**config.mk**
```make
export PLATFORM = sky130hd
export DESIGN_NAME = c4_move_entry
export DESIGN_NICKNAME = d
export VERILOG_FILES = /design/src/rtl/c4_pkg.sv /design/src/rtl/c4_btn_sync.sv /design/src/rtl/c4_move_entry.sv
export SDC_FILE = /design/constraint.sdc
export NUM_CORES = 1
export LEC_CHECK = 0
export ABC_AREA = 1
export BUFFER_PORTS_ARGS = -buffer_cell sky130_fd_sc_hd__buf_2
export CAP_MARGIN = 30
export CORE_MARGIN = 10
export CORE_UTILIZATION = 50
export CTS_BUF_LIST = sky130_fd_sc_hd__clkbuf_8
export CTS_CLUSTER_DIAMETER = 100
export CTS_CLUSTER_SIZE = 16
export DETAILED_ROUTE_END_ITERATION = 6
export GPL_TIMING_DRIVEN = 0
export PLACE_DENSITY = 0.73
export SKIP_LAST_GASP = 1
export SLEW_MARGIN = 30
export SYNTH_ARGS = -nofsm -noshare
export SYNTH_HDL_FRONTEND = slang
export SYNTH_SLANG_ARGS = --single-unit
```
**constraint.sdc**
```tcl
create_clock -name CLK -period 3.3 [get_ports CLK]
set_clock_uncertainty 0.05 [all_clocks]
set_input_delay 0.495 -clock CLK [delete_from_list [all_inputs] [get_ports CLK]]
set_output_delay 0.495 -clock CLK [all_outputs]
set_load 0.02 [all_outputs]
```
**src/rtl/c4_pkg.sv**
```systemverilog
// Shared Connect4 definitions: board geometry, game-core result codes and
// the move-entry state encoding.
package c4_pkg;

   localparam int COLS = 4;
   localparam int ROWS = 6;

   localparam logic [1:0] RES_NONE = 2'b00;
   localparam logic [1:0] RES_G    = 2'b01;
   localparam logic [1:0] RES_O    = 2'b10;
   localparam logic [1:0] RES_DRAW = 2'b11;

   typedef enum logic [2:0] {
      ST_IDLE,
      ST_WAIT_PRESS,
      ST_DEBOUNCE,
      ST_DRIVE,
      ST_WAIT_RELEASE,
      ST_LOCK
   } entry_state_t;

   function automatic int max_int(input int a, input int b);
      return (a > b) ? a : b;
   endfunction

endpackage

```
**src/rtl/c4_btn_sync.sv**
```systemverilog
// Two-flop synchroniser for the shared column keypad plus a one-hot detector
// on the synchronised value.
module c4_btn_sync #(
   parameter int COLS = c4_pkg::COLS
) (
   input  logic            CLK,
   input  logic            RST,
   input  logic [COLS-1:0] BTN,
   output logic [COLS-1:0] bs,
   output logic            onehot
);
   import c4_pkg::*;

   logic [COLS-1:0] meta;

   always_ff @(posedge CLK) begin
      if (RST) begin
         meta <= '0;
         bs   <= '0;
      end else begin
         meta <= BTN;
         bs   <= meta;
      end
   end

   // Exactly one bit set: nonzero and clearing the lowest set bit leaves zero.
   assign onehot = (bs != '0) && ((bs & (bs - 1'b1)) == '0);

endmodule

```
**src/rtl/c4_move_entry.sv**
```systemverilog
// Move-entry stage feeding the Connect4 core: debounced keypad, turn
// alternation, column-height tracking and game-over lockout.
//
// state           | meaning
// ----------------+-----------------------------------------------------
// ST_IDLE         | board cleared, Green to move, waiting for start
// ST_WAIT_PRESS   | waiting for a single (one-hot) column key
// ST_DEBOUNCE     | latched key must stay stable for DEB_CYC cycles
// ST_DRIVE        | accepted move presented on G or O for HOLD_CYC cycles
// ST_WAIT_RELEASE | keypad must read zero for DEB_CYC cycles
// ST_LOCK         | game over, outputs quiet until reset
module c4_move_entry #(
   parameter int COLS     = c4_pkg::COLS,
   parameter int ROWS     = c4_pkg::ROWS,
   parameter int DEB_CYC  = 16,
   parameter int HOLD_CYC = 2
) (
   input  logic            CLK,
   input  logic            RST,
   input  logic            start,
   input  logic [COLS-1:0] BTN,
   input  logic [1:0]      RESULT,
   output logic [COLS-1:0] G,
   output logic [COLS-1:0] O,
   output logic            TURN,
   output logic            REJECT,
   output logic            LOCKED
);
   import c4_pkg::*;

   localparam int HW = $clog2(ROWS + 1);
   localparam int MW = $clog2(ROWS * COLS + 1);
   localparam int CW = $clog2(max_int(DEB_CYC, HOLD_CYC) + 1);

   localparam logic [HW-1:0] H_FULL     = HW'(ROWS);
   localparam logic [MW-1:0] M_FULL     = MW'(ROWS * COLS);
   localparam logic [CW-1:0] DEB_TC     = CW'(DEB_CYC);
   localparam logic [CW-1:0] DEB_TC_M1  = CW'(DEB_CYC - 1);
   localparam logic [CW-1:0] HOLD_TC    = CW'(HOLD_CYC);
   localparam logic [CW-1:0] CNT_ONE    = CW'(1);

   entry_state_t    state, state_nxt;
   logic [COLS-1:0] bs;
   logic            bs_onehot;
   logic [COLS-1:0] col_q, col_nxt;
   logic [CW-1:0]   cnt_q, cnt_nxt, cnt_inc;
   logic [HW-1:0]   height_q [COLS];
   logic [HW-1:0]   col_height;
   logic [MW-1:0]   moves_q;
   logic            lock_cond;
   logic            accept, clear_board;
   logic            turn_nxt, reject_nxt, locked_nxt;
   logic [COLS-1:0] g_nxt, o_nxt;

   c4_btn_sync #(.COLS(COLS)) u_sync (
      .CLK    (CLK),
      .RST    (RST),
      .BTN    (BTN),
      .bs     (bs),
      .onehot (bs_onehot)
   );

   assign lock_cond = (RESULT != RES_NONE) || (moves_q == M_FULL);
   assign cnt_inc   = (cnt_q == '1) ? cnt_q : cnt_q + 1'b1;

   always_comb begin
      col_height = '0;
      for (int c = 0; c < COLS; c++) begin
         if (col_q[c]) col_height = height_q[c];
      end
   end

   always_comb begin
      state_nxt   = state;
      cnt_nxt     = cnt_q;
      col_nxt     = col_q;
      turn_nxt    = TURN;
      accept      = 1'b0;
      clear_board = 1'b0;
      reject_nxt  = 1'b0;
      unique case (state)
         ST_IDLE: begin
            clear_board = 1'b1;
            turn_nxt    = 1'b0;
            cnt_nxt     = '0;
            if (start) state_nxt = ST_WAIT_PRESS;
         end
         ST_WAIT_PRESS: begin
            if (lock_cond) begin
               state_nxt = ST_LOCK;
            end else if (bs_onehot) begin
               col_nxt   = bs;
               cnt_nxt   = CNT_ONE;
               state_nxt = ST_DEBOUNCE;
            end
         end
         ST_DEBOUNCE: begin
            if (lock_cond) begin
               state_nxt = ST_LOCK;
            end else if (bs != col_q) begin
               state_nxt = ST_WAIT_PRESS;
            end else if (cnt_q >= DEB_TC) begin
               if (col_height == H_FULL) begin
                  reject_nxt = 1'b1;
                  cnt_nxt    = '0;
                  state_nxt  = ST_WAIT_RELEASE;
               end else begin
                  accept    = 1'b1;
                  cnt_nxt   = CNT_ONE;
                  state_nxt = ST_DRIVE;
               end
            end else begin
               cnt_nxt = cnt_inc;
            end
         end
         ST_DRIVE: begin
            // The hold always runs to completion; a pending lock is honoured at its end.
            if (cnt_q >= HOLD_TC) begin
               turn_nxt  = ~TURN;
               cnt_nxt   = '0;
               state_nxt = lock_cond ? ST_LOCK : ST_WAIT_RELEASE;
            end else begin
               cnt_nxt = cnt_inc;
            end
         end
         ST_WAIT_RELEASE: begin
            if (lock_cond) begin
               state_nxt = ST_LOCK;
            end else if (bs != '0) begin
               cnt_nxt = '0;
            end else if (cnt_q >= DEB_TC_M1) begin
               cnt_nxt   = '0;
               state_nxt = ST_WAIT_PRESS;
            end else begin
               cnt_nxt = cnt_inc;
            end
         end
         ST_LOCK: begin
            state_nxt = ST_LOCK;
         end
         default: begin
            state_nxt = ST_IDLE;
         end
      endcase
   end

   always_comb begin
      g_nxt      = '0;
      o_nxt      = '0;
      locked_nxt = (state_nxt == ST_LOCK);
      if (state_nxt == ST_DRIVE) begin
         if (turn_nxt) o_nxt = col_nxt;
         else          g_nxt = col_nxt;
      end
   end

   always_ff @(posedge CLK) begin
      if (RST) begin
         state   <= ST_IDLE;
         cnt_q   <= '0;
         col_q   <= '0;
         moves_q <= '0;
         for (int c = 0; c < COLS; c++) height_q[c] <= '0;
         G       <= '0;
         O       <= '0;
         TURN    <= 1'b0;
         REJECT  <= 1'b0;
         LOCKED  <= 1'b0;
      end else begin
         state  <= state_nxt;
         cnt_q  <= cnt_nxt;
         col_q  <= col_nxt;
         G      <= g_nxt;
         O      <= o_nxt;
         TURN   <= turn_nxt;
         REJECT <= reject_nxt;
         LOCKED <= locked_nxt;
         if (clear_board)  moves_q <= '0;
         else if (accept)  moves_q <= moves_q + 1'b1;
         for (int c = 0; c < COLS; c++) begin
            if (clear_board)            height_q[c] <= '0;
            else if (accept && col_q[c]) height_q[c] <= height_q[c] + 1'b1;
         end
      end
   end

endmodule

```
==> reports/qor.yml <==
status: "finished clean"
grt_pass1_wl_mm: 8.58
detail_route.wl_per_cell_um: 12.0
cts.sinks: 48
slew_headroom_pct: 67.0
cts_hold_buf: 0
ys_types: 29
avgSynthCellArea_um2: 7.94
power.density_mw_per_mm2: 557
synth_area_mm2: 0.00243
initial_core_util_pct: 51.4
fillers: 441
ctsResizeCount: 0
start_kind: "register"
synth_area_leaders: "dfxtp_1 30%, edfxtp_1 15%, nor2_1 8.2%"
drive_gt1_share_pct: 18.0
numCtsBuffers: 5
antennaDiodeCount: 0
hp-class: "in2reg"
post_cts_buffers: 0
vias: 1972
cts_tree: "done"
route.detailed.drc: 0
worst_slew_pin_slew_ns: 0.495
detail_route.first_pass.iterations: 4
htree_levels: 2
antenna_found_initial: 0
grt.overflow.total: 0
fp.dieArea_mm2: 0.00805
nets: 349
ir_drop_v: 0.000376
routed_wl_mm: 4.80
via_per_inst: 4.93
drv_slew: 0
cp-end-kind: "register"
setup_viol: 0
dp_hpwl_mm: 3.59
die_h_um: 89.7
fin_crit_ns: 2.11
yosys_warnings: 0
fp.dieW_um: 89.7
setup_slack_ns: 1.19
yosys.area.top_type: "dfxtp_1"
fin_crit_sh_pct: 63.8
syn_inst: 306
io-pin-count: 20
yosysTopAreaCellShare_pct: 29.7
coreArea_mm2: 0.00472
rsz0062_at_grt: "false"
maxCapViolations: 0
grt_pass1_vias: 1910
p_leak_nw: 1.21
tns_ns: 0
portBuffers: 19
drt_iter0_drc: 182
syn_nets: 323
final_antenna_net_count: 0
clock_path_buffers: 2
grt_max_degree: 17
clk_pin_slew_worst_paths_ns: 0.10
crit_type: "reg2reg"
critPathArrivalTime_ns: 2.02
cts_root_buf: "clkbuf_8"
finalHoldViolCount: 0
place.gp.congestion: 0.835
clk_latency_ns: 0.31
syn2layout_area_growth_pct: 12.2
required_ns: 3.21
grt_usage_pct: 12.5
synth-seq-area-share_pct: 44.5
ys_ff_latch: 48
crit_path_max_fanout: 7
post-place-ws_ns: 1.07
rows: 25
fmax_mhz: 475
==> cell families (layout without fill, tap and decap cells) <==
group / Yosys count / after routing / share of synthesized area [%]
xor+xnor: 11 / 11 / 3.97
flops: 48 / 48 / 44.5
compound gates: 35 / 35 / 7.42
fa+ha+maj: 8 / 8 / 4.12
simple gates: 150 / 150 / 31.6
buf+inv: 54 / 81 / 8.44
==> metal layers <==
layer	vias up	part of all wire [%]	global-route usage (%)
met2	48	49	21.6
met3	2	5.0	3.99
li1	1024	-	-
met4	0	0.46	3.64
met1	898	45	14.2
met5	-	0	0
==> per-stage QoR <==
stage	cell area, um^2	hold slack [ns]	cells	utilization (%)	power, mW
final	2730	0.340	400	57.7	1.52
after global routing	2730	0.336	400	57.7	1.62
after CTS	2730	0.332	400	57.7	1.52
after detailed placement	2610	0.343	392	55.2	1.09
after global placement	2610	0.340	392	55.2	1.09
after floorplan	2430	0.338	306	-	1.01
==> layout make-up <==
| cell class | instances | area (um^2) | share of cell area, % |
|---|---|---|---|
| Buffer | 3 | 12.5 | 0.459 |
| Clock buffer | 5 | 68.8 | 2.53 |
| Clock inverter | 3 | 47.5 | 1.74 |
| Inverter | 51 | 193 | 7.07 |
| Multi-Input combinational cell | 204 | 1140 | 42.0 |
| Sequential cell | 48 | 1080 | 39.7 |
| Tap cell | 67 | 83.8 | 3.08 |
| Timing Repair Buffer | 19 | 95.1 | 3.49 |
==> synth_stat cells <==
cell	instances
edfxtp_1	12
inv_1	42
o21ai_0	18
nand2_2	6
o21ai_1	1
nand4_1	4
o22ai_1	1
nand3_1	21
or2_4	1
xnor2_1	9
nor3_4	1
clkinv_2	1
nor2_2	4
nand3_2	5
nand2_1	44
buf_2	1
nor3_1	4
nand3b_1	2
nand3_4	1
nor2_1	53
o21ai_2	1
nand4_4	2
dfxtp_1	36
clkbuf_1	2
a21oi_1	14
inv_2	8
ha_1	8
nor2_8	2
xor2_1	2
==> where the power goes <==
part	internal, mW	switching [mW]
sequential	0.676	0.0691
clock	0.228	0.202
combinational	0.118	0.224
total	1.02	0.495
==> critical path, stage by stage, from the launching register on <==
cell and delay, ns:
dfxtp_1 0.36, inv_1 0.08, ha_1 0.19, nand3_1 0.09, nor2_2 0.07, nor2_8 0.16, nand4_4 0.17, inv_2 0.09
nand2_2 0.12, o21ai_0 0.38
==> sequential cells by signal (all words and copies together), names as in the netlist <==
signal / cells
u_sync.bs: 4
moves_q: 5
height_q: 12
TURN: 1
REJECT: 1
LOCKED: 1
cnt_q: 5
O: 4
G: 4
state: 3
col_q: 4
u_sync.meta: 4
==> path summary, 6_finish.rpt <==
check / start / endpoint / slack, ns / cells after the start
worst max-delay path: moves_q[0] / height_q[0][1] / 1.19 / 9
worst min-delay path: BTN[0] / u_sync.meta[0] / 0.34 / 3
worst max register to register: moves_q[0] / height_q[0][1] / 1.19 / 9
worst min register to register: u_sync.meta[1] / u_sync.bs[1] / 0.35 / 2
==> cells in the final DEF (no fill, tap or decap), drive strengths merged <==
master  instances
a21oi          14
buf            20
bufinv          1
clkbuf          7
clkinv          3
dfxtp          36
edfxtp         12
ha              8
inv            50
nand2          50
nand3          27
nand3b          2
nand4           6
nor2           59
nor3            5
o21ai          20
o22ai           1
or2             1
xnor2           9
xor2            2
Note: power is estimated with default switching activity, not from simulation.
